===== config.mk =====
export PLATFORM = sky130hd
export DESIGN_NAME = source_v3
export DESIGN_NICKNAME = d
export VERILOG_FILES = /design/src/rtl/source_v3.sv
export SDC_FILE = /design/constraint.sdc
export NUM_CORES = 2
export LEC_CHECK = 0
export ABC_CLOCK_PERIOD_IN_PS = 4700
export BUFFER_PORTS_ARGS = -buffer_cell sky130_fd_sc_hd__buf_2
export CAP_MARGIN = 0
export CELL_PAD_IN_SITES_DETAIL_PLACEMENT = 1
export CELL_PAD_IN_SITES_GLOBAL_PLACEMENT = 2
export CORE_ASPECT_RATIO = 1.2
export CORE_MARGIN = 5
export CORE_UTILIZATION = 52
export CTS_CLUSTER_DIAMETER = 200
export DETAILED_ROUTE_END_ITERATION = 7
export PLACE_DENSITY_LB_ADDON = 0.25
export SYNTH_ARGS = -nofsm -noshare
export SYNTH_HDL_FRONTEND = slang
export SYNTH_SLANG_ARGS = --single-unit

===== constraint.sdc =====
create_clock -name clk -period 4.7 [get_ports clk]
set_input_delay 0 -clock clk [delete_from_list [all_inputs] [get_ports clk]]
set_output_delay 0 -clock clk [all_outputs]
set_load 0.03 [all_outputs]

===== src/rtl/source_v3.sv =====
// Burst source: streams length words from a DEPTH-entry buffer over a valid/ready handshake.
// Optional stall counter enabled with macro SOURCE_V3_STALL_CNT_EN.
module source_v3 #(
  parameter int WIDTH = 8,
  parameter int DEPTH = 256,
  localparam int WT = $clog2(DEPTH)
) (
  input  logic             clk,
  input  logic             s_rst,
  input  logic             wr_en,
  input  logic [WT-1:0]    wr_addr,
  input  logic [WIDTH-1:0] wr_data,
  input  logic             start,
  input  logic [WT-1:0]    start_addr,
  input  logic [WT:0]      length,
  output logic             vaild,
  output logic [WIDTH-1:0] data_out,
  input  logic             ready,
  output logic             busy,
  output logic             done
`ifdef SOURCE_V3_STALL_CNT_EN
  , output logic [15:0]    stall_cnt
`endif
);

  typedef enum logic [1:0] {
    IDLE = 2'd0,
    SEND = 2'd1,
    DONE = 2'd2
  } state_t;

  localparam logic [WT-1:0] ADDR_ONE = WT'(1);
  localparam logic [WT:0]   LEN_ZERO = (WT + 1)'(0);
  localparam logic [WT:0]   LEN_ONE  = (WT + 1)'(1);

  state_t           state;
  state_t           state_nxt;
  logic [WT-1:0]    rd_addr;
  logic [WT:0]      remain;
  logic             load_first;
  logic             advance;
  logic             finish;
  logic [WIDTH-1:0] mem [DEPTH];

  // Next-state decode and datapath control strobes
  always_comb begin
    state_nxt  = state;
    load_first = 1'b0;
    advance    = 1'b0;
    finish     = 1'b0;
    case (state)
      IDLE: begin
        if (start) begin
          if (length != LEN_ZERO) begin
            load_first = 1'b1;
            state_nxt  = SEND;
          end else begin
            state_nxt  = DONE;
          end
        end else begin
          state_nxt = IDLE;
        end
      end
      SEND: begin
        if (vaild && ready) begin
          if (remain > LEN_ONE) begin
            advance = 1'b1;
          end else begin
            finish    = 1'b1;
            state_nxt = DONE;
          end
        end else begin
          state_nxt = SEND;
        end
      end
      DONE: begin
        state_nxt = IDLE;
      end
      default: begin
        state_nxt = IDLE;
      end
    endcase
  end

  // State register; busy/done are registered copies of the next-state decode
  always_ff @(posedge clk) begin
    if (s_rst) begin
      state <= IDLE;
      busy  <= 1'b0;
      done  <= 1'b0;
    end else begin
      state <= state_nxt;
      busy  <= (state_nxt != IDLE);
      done  <= (state_nxt == DONE);
    end
  end

  // Read pointer and offered word; the fetch reads mem before this edge's write lands
  always_ff @(posedge clk) begin
    if (s_rst) begin
      vaild    <= 1'b0;
      data_out <= '0;
      rd_addr  <= '0;
      remain   <= '0;
    end else if (load_first) begin
      vaild    <= 1'b1;
      data_out <= mem[start_addr];
      rd_addr  <= start_addr + ADDR_ONE;
      remain   <= length;
    end else if (advance) begin
      data_out <= mem[rd_addr];
      rd_addr  <= rd_addr + ADDR_ONE;
      remain   <= remain - LEN_ONE;
    end else if (finish) begin
      vaild <= 1'b0;
    end
  end

  // Buffer storage, fully cleared on reset
  always_ff @(posedge clk) begin
    if (s_rst) begin
      for (int i = 0; i < DEPTH; i++) begin
        mem[i] <= '0;
      end
    end else if (wr_en) begin
      mem[wr_addr] <= wr_data;
    end
  end

`ifdef SOURCE_V3_STALL_CNT_EN
  // Saturating count of cycles the destination held off an offered word
  always_ff @(posedge clk) begin
    if (s_rst) begin
      stall_cnt <= 16'h0000;
    end else if ((state == IDLE) && start) begin
      stall_cnt <= 16'h0000;
    end else if (vaild && !ready && (stall_cnt != 16'hFFFF)) begin
      stall_cnt <= stall_cnt + 16'h0001;
    end
  end
`endif

endmodule


==> results.toml <==
[synth]
ys.flop_type = "edfxtp_1"
ys_seq_area_share_pct = 54.4
synth-edff-count = 2048
synth_nets = 7812
avgSynthCellArea_um2 = 14.7
syn_inst = 7771
yosysUniqueCellTypes = 64
synth-warning-count = 0
synthArstFlopShare_pct = 0
syn_area_um2 = 114000
synth-seq-cells = 2086

[cts]
cts_tree = "built"
cts.clk_slew.worst_paths_ps = 70
cts-root-buf = "clkbuf_16"
htree_levels = 4
clock_latency_ps = 910
numCtsBuffers = 221
clockBufferDepth = 4
cts_num_sinks = 2086

[global_routing]
grt_pass1_vias = 79900
grt_pass1_wl_um = 616000
antenna_found_initial = 29
grt_overflow = 0
grt_max_degree = 161
grt_usage_pct = 37.8

[floorplanning]
start_util_pct = 52.3
die_w_um = 438
core_area_um2 = 219000
die_area_um2 = 230000
die_h_um = 524
fp-row-count = 188
io_pins = 49

[routing]
drc = 0
totalWireLength_um = 439000
drt-initial-drc-count = 11400
drtPass1Iterations = 6
vias = 78500
vias_per_cell = 7.48
antenna_left = 0
routedWlPerCell_um = 41.8

[worst_setup_path]
cp_cell_sequence = "buf_4, mux4_2, and2_1, a211oi_1, a21oi_1, mux4_2, o31ai_1, o31ai_1"
worst_setup_path_end_kind = "flip-flop"
crit_fanout = 22
reg2reg_slack_ps = 480
crit_slowest_cell = "dfxtp_4"
required_ps = 5460
cp_data_arrival_time_ps = 4980
max_stage_delay_ps = 750
path_class = "flip-flop to flip-flop"
cp-start-kind = "flip-flop"

[status]
status = "finished with violations"
violations = "hold timing"

[sta]
period_minus_slack_ps = 4220
setup_tns_ps = 0
setup_viol = 0
skew_ps = 59.2
slew_viol_final = 0
setup_slack_ps = 480
whs_ps = -21.6
rsz0062_at_grt = "no"
fmax_ghz = 0.237
slew_headroom_pct = 11.0
finalHoldViolCount = 4
worstMarginPinSlew_ps = 1330
fin_crit_sh_pct = 89.8

[place]
place_ws_ps = 592
place_congestion = 0.950
portBuffers = 48
hpwl_um = 284000

[power_and_ir_drop]
power_density_nw_per_um2 = 372
p_clk_share_pct = 36.7
pwr-share-comb_pct = 15.9
worst_ir_drop_vdd_uv = 336
p_leak_nw = 46.6
p_sw_mw = 12.9
swShare_pct = 27.7
seq_power_share_pct = 47.4
internal-power_mw = 33.5

[run]
cap_violations = 0

[finish]
fin_nets = 7497
syn_to_final_growth_pct = 9.03
finish.utilization_pct = 57.0
drive_above_1_share_pct = 24.6

[hold_path]
min_path_type = "input port to flip-flop"
## power groups by stage
stage                     sequential, mW  clock (mW)  combinational (mW)
after floorplan                     22.0           0                4.42
after global placement              22.3           0                7.05
after detailed placement            22.4           0                7.14
after CTS                           22.0        17.0                7.21
after global routing                22.1        17.8                7.45
final                               22.0        17.0                7.39
## layout make-up
type / count / area [um2]
flip-flops and latches: 2086 / 62300
clock inverters: 117 / 858
inverters: 15 / 65.1
fillers: 19900 / 94000
multi-input cells: 4715 / 48000
well taps: 2850 / 3570
diodes: 15 / 37.5
repair buffers: 417 / 4160
clock buffers: 274 / 5810
## through the flow
step | instance area [um2] | hold WS (ps) | cells | total power [mW]
floorplan | 114000 | 137 | 7771 | 26.4
global route | 125000 | 43.6 | 10500 | 47.3
finish | 125000 | -21.6 | 10500 | 46.4
detailed placement | 118000 | 263 | 10000 | 29.5
global placement | 118000 | 240 | 10000 | 29.3
CTS | 125000 | 6.83 | 10500 | 46.2
## registers in the layout, summed over array words and instances, names as in the netlist, named ones only
signal	flops
rd_addr	8
vaild	1
remain	9
mem	2048
data_out	8
state	2
busy	1
done	1
## cells by family after synthesis
group / count (synthesis) / synth area share, %
AO/OA/AOI/OAI: 628 / 3.95
XOR/XNOR: 12 / 0.0919
adder cells (fa/ha/maj): 3 / 0.0328
buffers and inverters: 970 / 3.87
flip-flops: 2086 / 54.4
multiplexers: 1383 / 23.7
AND/OR/NAND/NOR: 2689 / 13.9
## worst max-delay path: cells and delay by family (launching register included)
kind            cells  cell delay [ps]
simple gates        1              180
flops               1              750
buf+inv             1              530
mux                 2             1240
compound gates      4             1320
## layout by cell type, fill, tap and decap left out, types with 90 or more instances in the layout
cell type	Yosys	routed
edfxtp_1	2048	2048
and3_1	1384	1383
a21o_1	162	162
and2_1	682	682
mux4_2	1063	1063
o221ai_1	90	90
nor2_1	173	154
clkbuf_16	0	225
or2_2	90	90
nand2_1	162	160
mux2i_1	300	300
buf_4	73	250
## cell usage after synthesis, types with 80 or more instances
library cell  instances  area (um2)
mux2i_1             300        3000
mux4_2             1063       23900
o221ai_1             90         788
and2_1              682        4270
a21o_1              162        1220
and3_1             1384        8660
a21oi_1              80         400
nand2_1             162         608
edfxtp_1           2048       61500
nor2_1              173         649
clkbuf_1            689        2590
buf_2               113         566
or2_2                90         563
## what timing repair did
action	4_1_cts	5_1_grt
hold buffers	46	0
buffers inserted	0	0
hold endpoints to repair	416	0
gates resized for setup	0	0
## worst paths after layout
kind	start	to	cells after the start
worst min register to register	rd_addr[7]	rd_addr[7]	2
worst min-delay path	wr_data[5]	mem[187][5]	2
worst max-delay path	flip-flop	data_out[0]	8
worst max register to register	flip-flop	data_out[0]	8
## layer usage
layer,track usage (%),vias to the layer above,routed length [um]
met5,0,-,24
met4,25.6,4,36600
met3,8.05,1338,48900
met2,59.2,5641,204000
met1,47.7,41200,149000
li1,-,30300,-
Power figures use the tool's default switching activity.
